**src/rtl/round_timer.sv**
```systemverilog
// Round countdown timer for a game.
// Counts ROUND_SECONDS down to zero in BCD, one step every TICKS_PER_SEC
// clock cycles while the game is running. Menu reloads the round, pause or
// hold freezes it, and expiry latches until the menu or a reset.
// Every output is a register, so no input reaches an output combinationally.
module round_timer #(
    parameter int unsigned TICKS_PER_SEC = 100000000,
    parameter int unsigned ROUND_SECONDS = 60
) (
    input  logic       clk,
    input  logic       reset,
    input  logic       gamemenu,
    input  logic       gamerun,
    input  logic       gamepause,
    output logic [3:0] sec_tens,
    output logic [3:0] sec_ones,
    output logic       tick_1hz,
    output logic       time_up,
    output logic       time_up_pulse,
    output logic [1:0] dbg_state_o
);

    // The prescaler is just wide enough to hold TICKS_PER_SEC-1.
    localparam int unsigned PW = (TICKS_PER_SEC > 1) ? $clog2(TICKS_PER_SEC) : 1;
    localparam logic [PW-1:0] PRESC_TERM = PW'(TICKS_PER_SEC - 1);
    localparam logic [PW-1:0] PRESC_ZERO = '0;
    localparam logic [PW-1:0] PRESC_ONE  = PW'(1);

    // Round length split into its two BCD digits.
    localparam logic [3:0] LOAD_TENS = 4'(ROUND_SECONDS / 10);
    localparam logic [3:0] LOAD_ONES = 4'(ROUND_SECONDS % 10);

    typedef enum logic [1:0] {
        ST_LOADED   = 2'd0,
        ST_COUNTING = 2'd1,
        ST_PAUSED   = 2'd2,
        ST_EXPIRED  = 2'd3
    } state_t;

    state_t        state_q, state_d;
    logic [PW-1:0] presc_q, presc_d;
    logic [3:0]    tens_q,  tens_d;
    logic [3:0]    ones_q,  ones_d;
    logic          tick_q,  tick_d;
    logic          time_up_q, time_up_d;
    logic          pulse_q, pulse_d;

    // Effective mode, priority menu > pause > run; anything else is hold,
    // which behaves exactly like pause.
    logic mode_menu;
    logic mode_run;
    logic presc_wrap;
    logic last_second;

    assign mode_menu   = gamemenu;
    assign mode_run    = !gamemenu && !gamepause && gamerun;
    assign presc_wrap  = (presc_q == PRESC_TERM);
    assign last_second = (tens_q == 4'd0) && (ones_q == 4'd1);

    // State register and all registered outputs.
    always_ff @(posedge clk) begin
        if (reset) begin
            state_q   <= ST_LOADED;
            presc_q   <= PRESC_ZERO;
            tens_q    <= LOAD_TENS;
            ones_q    <= LOAD_ONES;
            tick_q    <= 1'b0;
            time_up_q <= 1'b0;
            pulse_q   <= 1'b0;
        end else begin
            state_q   <= state_d;
            presc_q   <= presc_d;
            tens_q    <= tens_d;
            ones_q    <= ones_d;
            tick_q    <= tick_d;
            time_up_q <= time_up_d;
            pulse_q   <= pulse_d;
        end
    end

    // Next-state, prescaler, BCD count and pulse generation.
    always_comb begin
        state_d   = state_q;
        presc_d   = presc_q;
        tens_d    = tens_q;
        ones_d    = ones_q;
        tick_d    = 1'b0;
        time_up_d = time_up_q;
        pulse_d   = 1'b0;

        if (mode_menu) begin
            // Menu wins over everything, including a terminal count this cycle.
            state_d   = ST_LOADED;
            presc_d   = PRESC_ZERO;
            tens_d    = LOAD_TENS;
            ones_d    = LOAD_ONES;
            time_up_d = 1'b0;
        end else begin
            case (state_q)
                ST_EXPIRED: begin
                    // Latched until menu or reset; count and prescaler parked.
                    presc_d   = PRESC_ZERO;
                    tens_d    = 4'd0;
                    ones_d    = 4'd0;
                    time_up_d = 1'b1;
                end
                default: begin
                    if (mode_run) begin
                        state_d = ST_COUNTING;
                        if (presc_wrap) begin
                            presc_d = PRESC_ZERO;
                            tick_d  = 1'b1;
                            if (last_second) begin
                                ones_d    = 4'd0;
                                state_d   = ST_EXPIRED;
                                time_up_d = 1'b1;
                                pulse_d   = 1'b1;
                            end else if (ones_q == 4'd0) begin
                                ones_d = 4'd9;
                                tens_d = tens_q - 4'd1;
                            end else begin
                                ones_d = ones_q - 4'd1;
                            end
                        end else begin
                            presc_d = presc_q + PRESC_ONE;
                        end
                    end else if (state_q != ST_LOADED) begin
                        // Pause/hold freezes prescaler and count so a resume
                        // continues the partially elapsed second.
                        state_d = ST_PAUSED;
                    end
                end
            endcase
        end
    end

    assign sec_tens      = tens_q;
    assign sec_ones      = ones_q;
    assign tick_1hz      = tick_q;
    assign time_up       = time_up_q;
    assign time_up_pulse = pulse_q;
    assign dbg_state_o   = state_q;

endmodule

```
**config.mk**
```make
export PLATFORM = sky130hd
export DESIGN_NAME = round_timer
export DESIGN_NICKNAME = d
export VERILOG_FILES = /design/src/rtl/round_timer.sv
export SDC_FILE = /design/constraint.sdc
export NUM_CORES = 1
export LEC_CHECK = 0
export CORE_MARGIN = 2
export CORE_UTILIZATION = 50
export CTS_CLUSTER_DIAMETER = 200
export DETAILED_ROUTE_END_ITERATION = 8
export HOLD_SLACK_MARGIN = 0.06
export PLACE_DENSITY = 0.8
export SETUP_SLACK_MARGIN = 0.02
export SYNTH_ARGS = -nofsm -noshare
export SYNTH_HDL_FRONTEND = slang
export SYNTH_SLANG_ARGS = --single-unit
```
**constraint.sdc**
```tcl
create_clock -name clk -period 4.75 [get_ports clk]
set_clock_uncertainty 0.15 [all_clocks]
set_input_delay 0.475 -clock clk [delete_from_list [all_inputs] [get_ports clk]]
set_output_delay 0.475 -clock clk [all_outputs]
set_load 0.01 [all_outputs]
```
Word-level counts from Yosys, hierarchy flattened:

Cells that the tools add are included.

* add/subtract/negate cells: 3
* $mul: 0
* divide/modulo/power cells: 0
* magnitude comparators: 0
* eq/ne operators: 4
* shift operators: 0
* multiplexer cells: 18
* bitwise operators: 4
* reductions and logical operators: 22

Operator list (count)
* adder 27 x 1 -> 27 bit, second input constant: 1
* equality test 27 bit, second input constant: 1
* 2-to-1 mux 27 bit: 1
* 2-to-1 mux 3 bit: 5
* nonzero test 2 bit: 6
* logical NOT 4 bit: 2
* 2-to-1 mux 2 bit: 4
* 2-to-1 mux 4 bit: 2
* AND reduction 4 bit: 2
* subtractor 4 x 1 -> 4 bit, second input constant: 2
* 2-to-1 mux 1 bit: 6
* OR reduction 5 bit: 1
* equality test 4 x 1 -> 1 bit, second input constant: 1
* NOT 1 bit: 4
* AND reduction 2 bit: 2
* OR reduction 4 bit: 1
* logical AND 1 bit: 3
* AND reduction 3 bit: 1
* OR reduction 3 bit: 1
* equality test 2 bit, second input constant: 1
* logical NOT 1 bit: 2
* inequality test 2 x 1 -> 1 bit, second input constant: 1
* OR reduction 2 bit: 1

* register bits after elaboration: 40
* latch bits: 0
* RAM bits: 0
* memory bits (read-only): 0
* bits of input ports: 5
* memories kept: 0

Logic depth before layout (Yosys ltp):

Gate-level depths: netlist of the first run.

* depth after elaboration: 6
* gate-level depth with buffers: 8
* depth with buffers taken out: 7

Least setup slack after synthesis of the first run:

No wires, ideal clock.

* path kind: input to register
* start point: in gamemenu
* end point: reg tens_q[1] (netlist: sec_tens[1])
* data arrival time: 1.941 ns
* path slack: 2.545 ns
* stages: 6
* buffers on the path: 1
* path through: nand4bb_1 -> buf_2 -> or4_4 -> nor4_2 -> mux2i_1 -> a21o_1

* longest elaborated chain between the ends: 5
* elaborated cells on any way between the ends: 6
* those cells by class: reduce/logical (6)

Ends and longest elaborated chain
* start: declaration: RTL line 12 `input logic gamemenu,`
* logical NOT 1 bit: RTL line 56 `assign mode_run = !gamemenu && !gamepause && gamerun;`
* logical AND 1 bit (2 in series): RTL line 56
* nonzero test 2 bit (no source line)
* AND reduction 4 bit (no source line)
* end signal: assignment: RTL line 73 `tens_q <= tens_d;`
* end: declaration: RTL line 42 `logic [3:0] tens_q, tens_d;`

Several ways; a longest one is shown, not always the timed one.
A chain may end at the register's enable or synchronous reset.

Worst setup path after layout of the first run:

* start point: in gamemenu
* end point: reg presc_q[21]

* longest elaborated chain between the ends: 3
* elaborated cells on any way between the ends: 4
* those cells by class: reduce/logical (4)

Ends and longest elaborated chain
* logical NOT 1 bit: RTL line 56
* logical AND 1 bit (2 in series): RTL line 56
* end signal: assignment: RTL line 72 `presc_q <= presc_d;`
* end: declaration: RTL line 41 `logic [PW-1:0] presc_q, presc_d;`

Several ways; a longest one is shown, not always the timed one.

==> metrics.md, run 1 <==
| Metric | Value |
|---|---|
| Status | `finished, final reports clean` |
| Diodes inserted | `0` |
| CP Capture Type | `register` |
| Power per cell area | `258 nW/um2` |
| Clock buffer depth | `2` |
| Area of the die | `~4500 um2` |
| CTS hold repair buffers | `0` |
| Clock-pin slew on the worst setup and hold paths | `about 0.07 ns` |
| Synthesized cell area | `between 1500 and 2000 um2` |
| DR DRC count | `0` |
| Synth cell types | `40` |
| First-pass GRT wire length | `6.62 mm` |
| Fmax | `between 300 and 400 MHz` |
| IO Port Bufs | `17` |
| DR WL/cell | `between 10 and 15 um` |
| Hold WC Path Type | `register to register` |
| Final worst-path cycle share | `57.4%` |
| WP data arrival | `between 2 and 3 ns` |
| Synth Register Bits | `40` |
| Final Max Tran Viols | `0` |
| Initial antenna violation count | `0` |
| Chip height | `between 60 and 70 um` |
| CTS Buf Count | `5` |
| Placer Congestion | `around 0.79` |
| Maxcap violations | `0` |
| Syn Nets | `240` |
| Synthesis-to-layout area growth | `14.6%` |
| Setup TNS | `0 ns` |
| Nets@finish | `around 260` |
| Pre-CTS WS | `about 1.7 ns` |
| Core area | `around 3700 um2` |
| Die width | `between 60 and 70 um` |
| Worst vdd ir | `~0.00020 V` |
| Via count | `around 1.6k` |
| Crit path time final | `2.73 ns` |
| Mapped Cells | `229` |
| Worst-Skew Late Latency | `around 0.29 ns` |
| CTS resizes | `0` |
| Post-detail-place hpwl | `roughly 2.7 mm` |
| RSZ-0062 raised after global routing | `no` |
| Avg Inst Size Synth | `8.70 um2` |
| WL final | `between 3 and 4 mm` |
| Vias in the first global route | `about 1.5k` |
| Kind of critical path | `input pin to register` |
| Crit start category | `input pin` |
| Clock sink count | `40` |
| Synth warn | `0` |
| # setup viols final | `0` |
| Root Buffer | `clkbuf_8` |
| Total congestion overflow | `0` |
| H-tree depth | `2` |
| Fraction of layout cells with a size suffix above 1 | `just under 7%` |
| Standard-cell rows | `22` |
| Initial core utilization | `53.2%` |
| Vias/cell | `between 5 and 6` |
| Fill cells | `roughly 350` |
| Routed Antenna Nets | `0` |
| Setup WS post-layout | `roughly 2.0 ns` |
| Worst Path Max Fanout | `11` |
| Register area share after synthesis | `between 40% and 50%` |
| Worst EP required | `~4.8 ns` |
| Max_slew headroom | `around a quarter` |
| First DRT Iteration DRCs | `57` |
| All-layer global routing usage | `19.4%` |
| TritonCTS clock tree | `built` |
| Post CTS Setup Buffer Count | `0` |
| Fin. Hold Viols | `0` |
| Num ports | `18` |
| Drt pass-1 iters | `4` |
| LEAKAGE | `0.757 nW` |
| Pin count of the biggest net entering global routing | `27` |
| Post-route insts no fill | `a little under 300` |
| Post-Place Cells | `approximately 290` |
| Least-Margin Pin Slew | `~1.1 ns` |
[flip-flops by register name, indices dropped and copies added, names as in the netlist]
register       cells
presc_q           27
sec_ones           4
sec_tens           4
dbg_state_o        2
tick_1hz           1
time_up            1
time_up_pulse      1
[synth_stat cells, drive strengths merged]
cell type | instances | share of area, %
nand3 | 5 | 1.9
maj3 | 1 | 0.50
nand2 | 22 | 4.1
buf | 4 | 1.6
nand4b | 4 | 1.8
nand4 | 14 | 5.1
nor3 | 7 | 2.0
a31oi | 1 | 0.31
xnor2 | 8 | 3.5
or2 | 2 | 0.63
nor3b | 1 | 0.38
xor2 | 18 | 7.9
or4b | 1 | 0.50
o21ai | 2 | 0.50
nor2 | 39 | 7.3
dfxtp | 40 | 40
or3 | 2 | 0.69
o211ai | 1 | 0.38
mux2i | 4 | 2.0
nand4bb | 1 | 0.56
clkbuf | 1 | 0.19
ha | 6 | 3.8
nor2b | 3 | 0.94
a21o | 1 | 0.38
a21oi | 12 | 3.0
inv | 8 | 1.5
o311ai | 1 | 0.44
a2bb2oi | 1 | 0.44
and3 | 5 | 1.6
nor4b | 3 | 1.3
nor4 | 5 | 2.2
and2 | 3 | 0.94
or4 | 3 | 1.3
[routing by layer]
layer  global-route usage, %  up-vias  part of all wire (%)
li1                        -      833                     -
met1                    25.6      766                    50
met2                    30.8       22                    45
met3                    5.50        6                   2.9
met4                    6.12        0                   1.3
met5                       0        -                     0
[stage by stage]
stage	instance area, um2	utilization [%]	power (mW)	hold WS, ns
after floorplan	1990	-	0.353	0.303
after global placement	2190	58.4	0.358	0.312
after detailed placement	2190	58.4	0.358	0.318
after CTS	2280	61.0	0.594	0.327
after global routing	2280	61.0	0.609	0.377
final	2280	61.0	0.589	0.326
[where the power goes]
part           switching (mW)  internal (mW)  total, mW
Sequential           0.000450          0.336      0.336
Combinational         0.00812        0.00567     0.0138
Clock                   0.110          0.129      0.239
[layout make-up]
cell class	instances	area, um2	area share, %
clock buffer	7	96.3	4.22
inverter	8	30.0	1.32
multi-input combinational	176	1130	49.3
sequential	40	801	35.1
tap	48	60.1	2.63
timing repair buffer	17	170	7.45
[worst paths after layout]
path                    from  slack (ns)  depth (start not counted)     endpoint
setup / recovery    gamemenu        2.02                          6  presc_q[21]
hold / removal    presc_q[1]        0.33                          2   presc_q[1]
setup reg to reg  presc_q[4]        2.40                          5  presc_q[16]
hold reg to reg   presc_q[1]        0.33                          2   presc_q[1]
[critical path: stages]
cell             delay (ns)
clkdlybuf4s50_1        0.45
nand4bb_1              0.37
nor3_1                 0.96
nand4_1                0.23
xor2_1                 0.21
nor2_1                 0.06
[cells by family (layout without fill, tap and decap cells)]
| logic type | after synthesis | in the layout | share of synthesized area (%) |
|---|---|---|---|
| XOR/XNOR | 26 | 26 | 11.4 |
| AO/OA/AOI/OAI | 19 | 19 | 5.46 |
| adder cells (fa/ha/maj) | 7 | 7 | 4.27 |
| AND/OR/NAND/NOR | 120 | 120 | 33.3 |
| buffers and inverters | 13 | 32 | 3.33 |
| flip-flops | 40 | 40 | 40.2 |
| multiplexers | 4 | 4 | 2.01 |
[cell usage in the layout, fill, tap and decap left out, drive strengths merged]
master	count
nor2	39
nor3b	1
o311ai	1
nor4	5
o211ai	1
a21oi	12
and3	5
a21o	1
nand4	14
nand2	22
nand4b	4
or2	2
a31oi	1
mux2i	4
nand4bb	1
xor2	18
dfxtp	40
and2	3
o21ai	2
inv	8
nor2b	3
nor3	7
a2bb2oi	1
xnor2	8
or4b	1
clkbuf	7
or3	2
or4	3
nand3	5
clkdlybuf4s50	17
ha	6
nor4b	3
maj3	1
(Power assumes the default switching activity.)
==> run 2: changes to the inputs <==
Settings changed: PLACE_DENSITY 0.8 to 0.83.
Clock period 4.75 ns to 2.4 ns, I/O delays scaled along.
==> metrics.md, run 2 (same netlist as run 1, synthesis figures left out) <==
| Metric | Value |
|---|---|
| WP data arrival | `2.25 ns (was 2.75 ns)` |
| Worst-Skew Late Latency | `0.29 ns (about the same)` |
| First-pass GRT wire length | `7.04 mm (was 6.62 mm)` |
| Total congestion overflow | `0 (unchanged)` |
| Post CTS Setup Buffer Count | `0 (unchanged)` |
| Initial antenna violation count | `0 (unchanged)` |
| Kind of critical path | `register to register (was input pin to register)` |
| LEAKAGE | `0.837 nW (was 0.757 nW)` |
| H-tree depth | `2 (unchanged)` |
| Power per cell area | `514 nW/um2 (was 258 nW/um2)` |
| Core Util, Final | `64.5% (was 61.0%)` |
| Vias in the first global route | `1,576 (was 1,463)` |
| Vias/cell | `5.48 (was 5.50)` |
| # setup viols final | `0 (unchanged)` |
| Fill cells | `348 (was 347)` |
| Pre-CTS WS | `-0.0638 ns (was 1.72 ns)` |
| Max_slew headroom | `57.4% (was 25.8%)` |
| Crit path time final | `approximately 2.2 ns` |
| Num ports | `18 (unchanged)` |
| WL final | `4.06 mm (was 3.86 mm)` |
| Core area | `3740 um2 (unchanged)` |
| Area of the die | `4510 um2 (unchanged)` |
| First DRT Iteration DRCs | `84 (was 57)` |
| Routed Antenna Nets | `0 (unchanged)` |
| Worst EP required | `2.44 ns (was 4.77 ns)` |
| Final worst-path cycle share | `around 92%` |
| Clock sink count | `40 (unchanged)` |
| Least-Margin Pin Slew | `0.631 ns (was 1.10 ns)` |
| Top reg by flops | `presc_q (unchanged)` |
| DR WL/cell | `13.0 um (about the same)` |
| Hold WC Path Type | `register to register (unchanged)` |
| Placer Congestion | `0.812 (was 0.790)` |
| Worst vdd ir | `0.000345 V (was 0.000197 V)` |
| R2R Path Start | `presc_q[8] (was presc_q[4])` |
| Standard-cell rows | `22 (unchanged)` |
| Pwr Total | `1.24 mW (was 0.589 mW)` |
| Hold_sp | `presc_q[1] (unchanged)` |
| Drt pass-1 iters | `4 (unchanged)` |
| Diodes inserted | `0 (unchanged)` |
| Chip height | `67.1 um (unchanged)` |
| Final Max Tran Viols | `0 (unchanged)` |
| Multi-input gate area | `1130 um2 (about the same)` |
| Post-detail-place hpwl | `2.95 mm (was 2.72 mm)` |
| Via count | `1,711 (was 1,627)` |
| TritonCTS clock tree | `built (unchanged)` |
| CTS hold repair buffers | `0 (unchanged)` |
| Fmax | `~450 MHz` |
| Setup WS post-layout | `0.190 ns (was 2.02 ns)` |
| Worst Path Max Fanout | `4 (was 11)` |
| Clock buffer depth | `2 (unchanged)` |
| Nets@finish | `274 (was 259)` |
| Initial core utilization | `53.2% (unchanged)` |
| Pin count of the biggest net entering global routing | `27 (unchanged)` |
| Root Buffer | `clkbuf_8 (unchanged)` |
| Worst Setup SP | `presc_q[8] (was gamemenu)` |
| Fraction of layout cells with a size suffix above 1 | `12.5% (was 6.85%)` |
| Commonest non-fill, non-tap cell in the layout | `dfxtp_1 (unchanged)` |
| IO Port Bufs | `17 (unchanged)` |
| Sequential cell area | `801 um2 (unchanged)` |
| CP Capture Type | `register (unchanged)` |
| Post-route insts no fill | `312 (was 296)` |
| CTS resizes | `0 (unchanged)` |
| Synthesis-to-layout area growth | `21.1% (was 14.6%)` |
| DR DRC count | `0 (unchanged)` |
| Max FFs per register | `27 (unchanged)` |
| RSZ-0062 raised after global routing | `no (unchanged)` |
| CTS Buf Count | `5 (unchanged)` |
| Clock-pin slew on the worst setup and hold paths | `0.08 ns (was 0.07 ns)` |
| Maxcap violations | `0 (unchanged)` |
| All-layer global routing usage | `20.7% (was 19.4%)` |
| Most frequent cells in the layout | `40 x dfxtp_1, 39 x nor2_1, 22 x nand2_1, 18 x xor2_1, 17 x clkdlybuf4s50_1 (unchanged)` |
| Status | `finished, final reports clean (unchanged)` |
| Fin. Hold Viols | `0 (unchanged)` |
| Crit start category | `register (was input pin)` |
| Hold_ws | `0.336 ns (was 0.326 ns)` |
| Post-Place Cells | `304 (was 289)` |
| Die width | `67.1 um (unchanged)` |
## run 2: changes by cell type in the layout (fill, tap and decap cells not counted)
cell	previous run	this run
nor4b_1	3	2
clkinv_2	0	1
bufinv_16	0	1
nor4b_2	0	1
clkbuf_1	0	1
clkbuf_8	7	5
buf_4	0	15
## run 2: report_power, final
group          switching, mW  leakage (nW)  total (mW)  internal, mW
Clock                  0.238        0.0552       0.547         0.309
Combinational         0.0170         0.459      0.0304        0.0133
Sequential          0.000728         0.322       0.664         0.664
## run 2: layer usage
| layer | vias up | GRT usage, % | part of all wire [%] |
|---|---|---|---|
| met2 | 38 | 32.2 | 45 |
| li1 | 867 | - | - |
| met4 | 0 | 8.93 | 2.6 |
| met3 | 11 | 5.17 | 3.8 |
| met1 | 795 | 27.2 | 48 |
| met5 | - | 0 | 0 |
## run 2: final timing paths
path / endpoint / slack (ns) / cells past startpoint
setup / recovery: sec_ones[2] / 0.19 / 6
hold / removal: presc_q[1] / 0.34 / 2
setup reg to reg: sec_ones[2] / 0.19 / 6
hold reg to reg: presc_q[1] / 0.34 / 2
## run 2: through the flow
stage,cell area [um2],TNS [ns]
global placement,2300,-0.0000404
floorplan,1990,0
global route,2410,0
detailed placement,2300,-0.0638
CTS,2410,0
finish,2410,0
## run 2: worst max-delay path, stage by stage (launching register included)
cell and delay (ns):
dfxtp_1 0.36, nor4_2 0.35, nand4_1 0.19, or4_1 0.62, buf_4 0.19, o21ai_0 0.15
a21oi_1 0.08
## run 2: layout make-up
| class | count | area share [%] |
|---|---|---|
| Timing Repair Buffer | 32 | 11.7 |
| Tap cell | 48 | 2.49 |
| Inverter | 8 | 1.24 |
| Sequential cell | 40 | 33.2 |
| Clock inverter | 2 | 1.45 |
| Multi-Input combinational cell | 176 | 46.9 |
| Clock buffer | 6 | 3.01 |
==> run 3: changes to the inputs <==
Settings changed: CORE_ASPECT_RATIO set to 1.2.
==> metrics.md, run 3 (same netlist as run 1, synthesis figures left out) <==
| Metric | Value |
|---|---|
| CTS Buf Count | `5 (unchanged)` |
| DR WL/cell | `13.1 um (was 13.0 um)` |
| CTS hold repair buffers | `0 (unchanged)` |
| Synthesis-to-layout area growth | `23.0% (was 21.1%)` |
| Placer Congestion | `0.800 (was 0.812)` |
| DR WL met2 | `2.18 mm (was 1.84 mm)` |
| Hold WC Path Type | `register to register (unchanged)` |
| Drt pass-1 iters | `4 (unchanged)` |
| Worst EP required | `2.50 ns (was 2.44 ns)` |
| Routed Antenna Nets | `0 (unchanged)` |
| Root Buffer | `clkbuf_8 (unchanged)` |
| Post CTS Setup Buffer Count | `0 (unchanged)` |
| Metal3 WL | `153 um (unchanged)` |
| TritonCTS clock tree | `built (unchanged)` |
| Clock-pin slew on the worst setup and hold paths | `0.08 ns (about the same)` |
| First DRT Iteration DRCs | `162 (was 84)` |
| Area after DPL | `2320 um2 (was 2300 um2)` |
| Fmax | `446 MHz (was 452 MHz)` |
| Final worst-path cycle share | `93.5% (was 92.1%)` |
| Standard-cell rows | `25 (was 22)` |
| Fraction of layout cells with a size suffix above 1 | `13.2% (was 12.5%)` |
| Nets@finish | `276 (was 274)` |
| M1 WL | `1.78 mm (was 1.95 mm)` |
| Max FFs per register | `27 (unchanged)` |
| Core area | `3880 um2 (was 3740 um2)` |
| H-tree depth | `2 (unchanged)` |
| Initial antenna violation count | `0 (unchanged)` |
| Crit path time final | `2.24 ns (was 2.21 ns)` |
| Highest routed layer | `met4 (unchanged)` |
| Final Max Tran Viols | `0 (unchanged)` |
| Vias in the first global route | `1,597 (was 1,576)` |
| Status | `finished, final reports clean (unchanged)` |
| Fin area | `2450 um2 (was 2410 um2)` |
| Power per cell area | `521 nW/um2 (was 514 nW/um2)` |
| Post-detail-place hpwl | `3.07 mm (was 2.95 mm)` |
| Setup WS post-layout | `0.157 ns (was 0.190 ns)` |
| LEAKAGE | `0.850 nW (was 0.837 nW)` |
| Chip height | `73.2 um (was 67.1 um)` |
| Core Util, Final | `63.2% (was 64.5%)` |
| Pre-CTS WS | `-0.145 ns (was -0.0638 ns)` |
| Clock buffer depth | `2 (unchanged)` |
| Fin. Hold Viols | `0 (unchanged)` |
| Worst vdd ir | `0.000408 V (was 0.000345 V)` |
| Max_slew headroom | `42.4% (was 57.4%)` |
| Via count | `1,733 (was 1,711)` |
| Worst Path Max Fanout | `5 (was 4)` |
| Worst-Skew Late Latency | `0.30 ns (was 0.29 ns)` |
| Commonest non-fill, non-tap cell in the layout | `dfxtp_1 (unchanged)` |
| # setup viols final | `0 (unchanged)` |
| Crit start category | `input pin (was register)` |
| Most frequent cells in the layout | `40 x dfxtp_1, 39 x nor2_1, 22 x nand2_1, 18 x xor2_1 (was 40 x dfxtp_1, 39 x nor2_1, 22 x nand2_1, 18 x xor2_1, 17 x clkdlybuf4s50_1)` |
| Clock sink count | `40 (unchanged)` |
| Vias/cell | `5.42 (was 5.48)` |
| Worst Hold Depth | `2 (unchanged)` |
| Total congestion overflow | `0 (unchanged)` |
| Pin count of the biggest net entering global routing | `27 (unchanged)` |
| Initial core utilization | `51.4% (was 53.2%)` |
| Maxcap violations | `0 (unchanged)` |
| WP data arrival | `2.34 ns (was 2.25 ns)` |
| DR DRC count | `0 (unchanged)` |
| Worst r2r path cells | `5 (was 6)` |
| First-pass GRT wire length | `7.17 mm (was 7.04 mm)` |
| Kind of critical path | `input pin to register (was register to register)` |
| Area of the die | `4510 um2 (about the same)` |
| Least-Margin Pin Slew | `0.854 ns (was 0.631 ns)` |
| CP Capture Type | `register (unchanged)` |
| Num ports | `18 (unchanged)` |
| WL final | `4.19 mm (was 4.06 mm)` |
| IO Port Bufs | `17 (unchanged)` |
| RSZ-0062 raised after global routing | `no (unchanged)` |
| Die width | `61.6 um (was 67.1 um)` |
| Diodes inserted | `0 (unchanged)` |
| All-layer global routing usage | `21.4% (was 20.7%)` |
| CTS resizes | `0 (unchanged)` |
| Top reg by flops | `presc_q (unchanged)` |
run 3: cell type report:
| cell class | instances | area, um2 |
|---|---|---|
| Sequential cell | 40 | 801 |
| Clock buffer | 6 | 82.6 |
| Timing Repair Buffer | 34 | 298 |
| Clock inverter | 2 | 38.8 |
| Fill cell | 335 | 1430 |
| Multi-Input combinational cell | 176 | 1130 |
| Inverter | 8 | 30.0 |
| Tap cell | 54 | 67.6 |
run 3: power breakdown:
part / total (mW) / leakage, nW / internal (mW) / switching [mW]
registers: 0.665 / 0.322 / 0.664 / 0.000862
clock network: 0.582 / 0.0614 / 0.340 / 0.243
logic: 0.0307 / 0.467 / 0.0133 / 0.0174
run 3: worst max-delay path, stage by stage:
cell	delay, ns
clkdlybuf4s50_1	0.50
nand4bb_1	0.20
or4_4	0.63
nor4_4	0.33
mux2i_1	0.30
a21o_1	0.14
run 3: metrics by stage:
step	hold WS (ns)	setup TNS [ns]	power [mW]	std cells
2_1_floorplan	0.279	0	0.698	229
3_3_place_gp	0.313	-0.0412	0.710	312
3_5_place_dp	0.325	-0.186	0.711	312
4_1_cts	0.336	0	1.29	320
5_1_grt	0.353	0	1.32	320
6_report	0.332	0	1.28	320
run 3: layer usage:
metal	global-route usage (%)	vias up
met2	35.9	38
met5	0	-
met3	4.79	9
met1	25.5	820
met4	9.22	0
li1	-	866
run 3: final timing paths:
| kind | start | to | slack, ns |
|---|---|---|---|
| hold / removal | presc_q[1] | presc_q[1] | 0.33 |
| setup / recovery | gamerun | sec_tens[1] | 0.16 |
| setup reg to reg | presc_q[4] | sec_tens[1] | 0.20 |
| hold reg to reg | presc_q[1] | presc_q[1] | 0.33 |
